File: src/rtl/median_window_stream.sv
// Streaming 3-tap median filter with a valid/ready interface on both sides.
// Optional macro MEDIAN_ZERO_PAD_EN: emit a median on every accept, using zero-filled window slots.
module median_window_stream #(
    parameter int DATA_W = 4
) (
    input  logic              clk,
    input  logic              rst_n,
    input  logic              clear,
    input  logic              in_valid,
    input  logic [DATA_W-1:0] in_data,
    output logic              in_ready,
    output logic              out_valid,
    output logic [DATA_W-1:0] out_data,
    input  logic              out_ready,
    output logic [1:0]        o_dbg_state
);

    // Handshake: a beat transfers on a rising edge where valid && ready are both high.
    // valid never waits on ready; ready depends only on clear and the output slot.
    typedef enum logic [1:0] {
        FILL0 = 2'd0,
        FILL1 = 2'd1,
        FILL2 = 2'd2,
        RUN   = 2'd3
    } state_t;

    state_t            r_state;
    state_t            w_state_nxt;
    logic [DATA_W-1:0] r_w0;
    logic [DATA_W-1:0] r_w1;
    logic [DATA_W-1:0] r_w2;
    logic              r_out_valid;
    logic [DATA_W-1:0] r_out_data;

    logic              w_accept;
    logic              w_produce;
    logic [DATA_W-1:0] w_lo_ab;
    logic [DATA_W-1:0] w_hi_ab;
    logic [DATA_W-1:0] w_mid_c;
    logic [DATA_W-1:0] w_median;

    assign in_ready    = !clear && (!r_out_valid || out_ready);
    assign w_accept    = in_valid && in_ready;
    assign out_valid   = r_out_valid;
    assign out_data    = r_out_data;
    assign o_dbg_state = r_state;

    // median(a,b,c) = max(min(a,b), min(max(a,b),c)); ties return the duplicated value
    assign w_lo_ab  = (in_data < r_w0) ? in_data : r_w0;
    assign w_hi_ab  = (in_data < r_w0) ? r_w0 : in_data;
    assign w_mid_c  = (w_hi_ab < r_w1) ? w_hi_ab : r_w1;
    assign w_median = (w_lo_ab > w_mid_c) ? w_lo_ab : w_mid_c;

`ifdef MEDIAN_ZERO_PAD_EN
    assign w_produce = w_accept;
`else
    assign w_produce = w_accept && ((r_state == FILL2) || (r_state == RUN));
`endif

    always_comb begin
        w_state_nxt = r_state;
        if (clear) begin
            w_state_nxt = FILL0;
        end else if (w_accept) begin
            case (r_state)
                FILL0:   w_state_nxt = FILL1;
                FILL1:   w_state_nxt = FILL2;
                FILL2:   w_state_nxt = RUN;
                default: w_state_nxt = RUN;
            endcase
        end
    end

    always_ff @(posedge clk or negedge rst_n) begin
        if (!rst_n) begin
            r_state <= FILL0;
        end else begin
            r_state <= w_state_nxt;
        end
    end

    always_ff @(posedge clk or negedge rst_n) begin
        if (!rst_n) begin
            r_w0 <= '0;
            r_w1 <= '0;
            r_w2 <= '0;
        end else if (clear) begin
            r_w0 <= '0;
            r_w1 <= '0;
            r_w2 <= '0;
        end else if (w_accept) begin
            r_w2 <= r_w1;
            r_w1 <= r_w0;
            r_w0 <= in_data;
        end
    end

    // A fresh median takes precedence over a consume, giving one result per cycle.
    always_ff @(posedge clk or negedge rst_n) begin
        if (!rst_n) begin
            r_out_valid <= 1'b0;
            r_out_data  <= '0;
        end else if (clear) begin
            r_out_valid <= 1'b0;
        end else if (w_produce) begin
            r_out_valid <= 1'b1;
            r_out_data  <= w_median;
        end else if (out_ready) begin
            r_out_valid <= 1'b0;
        end
    end

endmodule

File: config.mk
export PLATFORM = sky130hd
export DESIGN_NAME = median_window_stream
export DESIGN_NICKNAME = d
export VERILOG_FILES = /design/src/rtl/median_window_stream.sv
export SDC_FILE = /design/constraint.sdc
export NUM_CORES = 1
export LEC_CHECK = 0
export ABC_AREA = 1
export BUFFER_PORTS_ARGS = -buffer_cell sky130_fd_sc_hd__buf_2
export CAP_MARGIN = 20
export CORE_MARGIN = 4
export CORE_UTILIZATION = 59
export DETAILED_ROUTE_END_ITERATION = 10
export MAX_ROUTING_LAYER = met4
export PLACE_DENSITY = 0.93
export SLEW_MARGIN = 20
export SYNTH_ARGS = -nofsm -noshare
export SYNTH_HDL_FRONTEND = slang
export SYNTH_SLANG_ARGS = --single-unit
File: constraint.sdc
create_clock -name clk -period 7 [get_ports clk]
set_clock_uncertainty 0.2 [all_clocks]
set_input_delay 1.05 -clock clk [delete_from_list [all_inputs] [get_ports clk]]
set_output_delay 1.05 -clock clk [all_outputs]
set_load 0.1 [all_outputs]
==> run_results.csv <==
group,metric,value,unit
grt,grtUsageTotal,21.3,%
clock_network,post_cts_resized,0,
clock_network,clock_sink_count,15,
clock_network,postCtsHoldBufs,0,
timing,timing.fmax,237,MHz
critical_path,path_class,"input pin to flip-flop",
timing,tns,0,ns
critical_path,worstPathArrival,4.22,ns
hold_path,min_path_cells,2,
cells_and_area,num-fill-cells,117,
place,hpwl,1.71,mm
timing,finalCritPeriodShare,60.4,%
route,ant_nets,0,
route,routed_via_density,5.26,
synthesis,netlist_area,1050,um2
critical_path,crit_buf_inv,5,
timing,rsz0062_at_grt,"no",
synthesis,synth.ff_latch_count,15,
route,drt_wl_total,2.19,mm
synthesis,synth.top_cell.area_share,35.7,%
timing,setup_violations,0,
cells_and_area,final_nets,182,
power,peakVddDrop,0.242,mV
cells_and_area,final_area,1170,um2
route,drtIter0Drc,31,
critical_path,slowest_delay,0.30,ns
place,post-place-cells,179,
timing,slew_headroom,67.7,%
clock_network,cts_tree,"yes",
cells_and_area,drive_above_1_share,15.7,%
synthesis,synth.most_common_cell,"nand2_1",
clock_network,cts_made_buffers,3,
grt,overflow,0,
critical_path,cp.required,6.99,ns
synthesis,synth_area_leader_cell,"dfrtp_1",
route,dr.pass1.iters,6,
synthesis,yosys_warnings,0,
cells_and_area,finish.utilization,73.7,%
critical_path,cp_max_fo,11,
grt,first_global_vias,957,
route,drt-wirelength-per-cell,11.9,um
synthesis,synth_edf_count,0,
critical_path,r2r_setup_slack,3.24,ns
power,power.density,303,nW/um2
floorplanning,die_area,2520,um2
floorplanning,start_util,66.0,%
route,vias,963,
synthesis,synthTopCellsByCount,"35 x nand2_1, 30 x inv_1, 15 x dfrtp_1",
synthesis,synth_fp_nets,163,
clock_network,cts_setup_buffers,0,
grt,grt_start_max_net_pins,16,
synthesis,synthArstFlopShare,100,%
status,status,"completed",
critical_path,r2r_end,"out_data[1]",
clock_network,clock_path_buffers,2,
critical_path,r2r-start,"r_w0[3]",
place,dp_slack,2.52,ns
critical_path,ff2ff_path_depth,23,
floorplanning,core_area,1590,um2
floorplanning,die_x,50.2,um
floorplanning,rows,14,
clock_network,clk_latency,0.29,ns
hold_path,hp-class,"flip-flop to flip-flop",
floorplanning,pin_count,17,
cells_and_area,num_antenna_cells,0,
critical_path,startpoint_type,"input pin",
floorplanning,die_h,50.2,um
clock_network,clockRootBuffer,"clkbuf_4",
hold_path,hold_start,"out_data[2]",
timing,maxSlewViolCount,0,
critical_path,crit_path_top_delay_cell,"ha_1",
synthesis,synth_cells,141,
synthesis,syn_avg_cell_area,7.46,um2
timing,hold_viol,0,
synthesis,ys_types,16,
place,placed_cell_area,1150,um2
timing,period_minus_slack,4.23,ns
critical_path,path_delay_family,"simple AND/OR/NAND/NOR gates",
critical_path,cp_common_cell,"nand2_1",
cells_and_area,area_growth,11.7,%
critical_path,cp_cell_sequence,"buf_2 -> inv_1 -> ha_1 -> nor2_1 -> nand2_2 -> nand2_2 -> nand2_1 -> o21ai_1 -> ha_1 -> nand2_1 -> nand2_1 -> nand2_2 -> nand3_1 -> and2_1 -> ha_1 -> inv_1 -> nor2_1 -> o21ai_0 -> a32oi_1 -> inv_1 -> o21ai_0 -> inv_1 -> nand2_1 -> nand2_1",
grt,grt_pass1_wl,3.94,mm
synthesis,yosysSeqAreaShare,35.7,%
clock_network,h-tree-depth,1,
hold_path,hold_end,"out_data[2]",
synthesis,yosys-top-cells-area,"dfrtp_1 36%, ha_1 15%, nand2_1 12%",
timing,fin_ws,2.77,ns
synthesis,synthFlopType,"dfrtp_1",
timing,worstMarginPinSlew,0.488,ns
place,globalplace.congestion,0.842,
power,leakage,0.680,nW
critical_path,endpoint_kind,"flip-flop",
clock_network,path_clk_slew,0.09,ns
route,drc,0,
place,portBuffers,16,
run,drv_cap,0,
cells_and_area,finalNonFillerCells,183,
grt,grt_antenna_before_repair,0,
metal layers:
metal  vias up  global-route usage, %  part of all wire, %
li1        488                      -                    -
met5         -                      -                    0
met3         6                   5.03                  5.7
met4         0                   13.4                  3.1
met2        41                   32.8                   48
met1       428                   24.8                   44
logic make-up after synthesis:
| kind of cell | synth area share, % |
|---|---|
| AND/OR/NAND/NOR | 22.6 |
| buffers and inverters | 12.1 |
| AO/OA/AOI/OAI | 14.1 |
| flip-flops | 35.7 |
| adder cells (fa/ha/maj) | 15.5 |
worst min-delay path, cell delays in order (launching register included):
cell and delay [ns]:
dfrtp_1 0.35, nand2_1 0.05, nand2_1 0.05
per-stage QoR:
step / hold slack, ns / power, mW
after floorplan: 0.303 / 0.273
after global placement: 0.260 / 0.300
after detailed placement: 0.260 / 0.305
after CTS: 0.286 / 0.357
after global routing: 0.319 / 0.379
final: 0.281 / 0.356
sequential cells by signal (all words and copies together) (netlist names):
name,cells
out_data,4
o_dbg_state,2
r_w0,4
r_w1,4
out_valid,1
power breakdown:
part / leakage, nW / internal [mW] / switching, mW / total (mW)
registers: 0.199 / 0.102 / 0.00744 / 0.109
clock network: 0.0177 / 0.0213 / 0.0305 / 0.0518
logic: 0.463 / 0.0397 / 0.155 / 0.195
how the worst max path moves through the flow:
stage / from / to / slack (ns) / cells past startpoint
after global routing: in_data[3] / out_data[1] / 2.49 / 24
after floorplan: in_data[3] / out_data[1] / 3.07 / 22
after detailed placement: in_data[3] / out_data[1] / 2.52 / 24
final: in_data[3] / out_data[1] / 2.77 / 24
after CTS: in_data[3] / out_data[1] / 2.82 / 24
after global placement: in_data[3] / out_data[2] / 2.74 / 24
final cells by class:
cell class	count	area [um2]	share of cell area (%)
multi-input combinational	94	549	46.8
sequential	15	375	31.9
inverter	30	113	9.58
timing repair buffer	16	80.1	6.82
tap	24	30.0	2.56
clock buffer	3	22.5	1.92
clock inverter	1	5.00	0.426
cell usage in the layout (no fill, tap or decap), types with 2 or more instances in the layout:
cell type  netlist  routed
clkbuf_4         0       3
o21ai_0          7       7
nand3_1         10      10
a21oi_1          4       4
nand2_1         35      35
and2_1           2       2
o21ai_1          5       5
ha_1            13      13
dfrtp_1         15      15
o22ai_1          7       7
inv_1           30      30
nor2_1           5       5
buf_2            0      16
nand2_2          4       4
(Power assumes the default switching activity.)
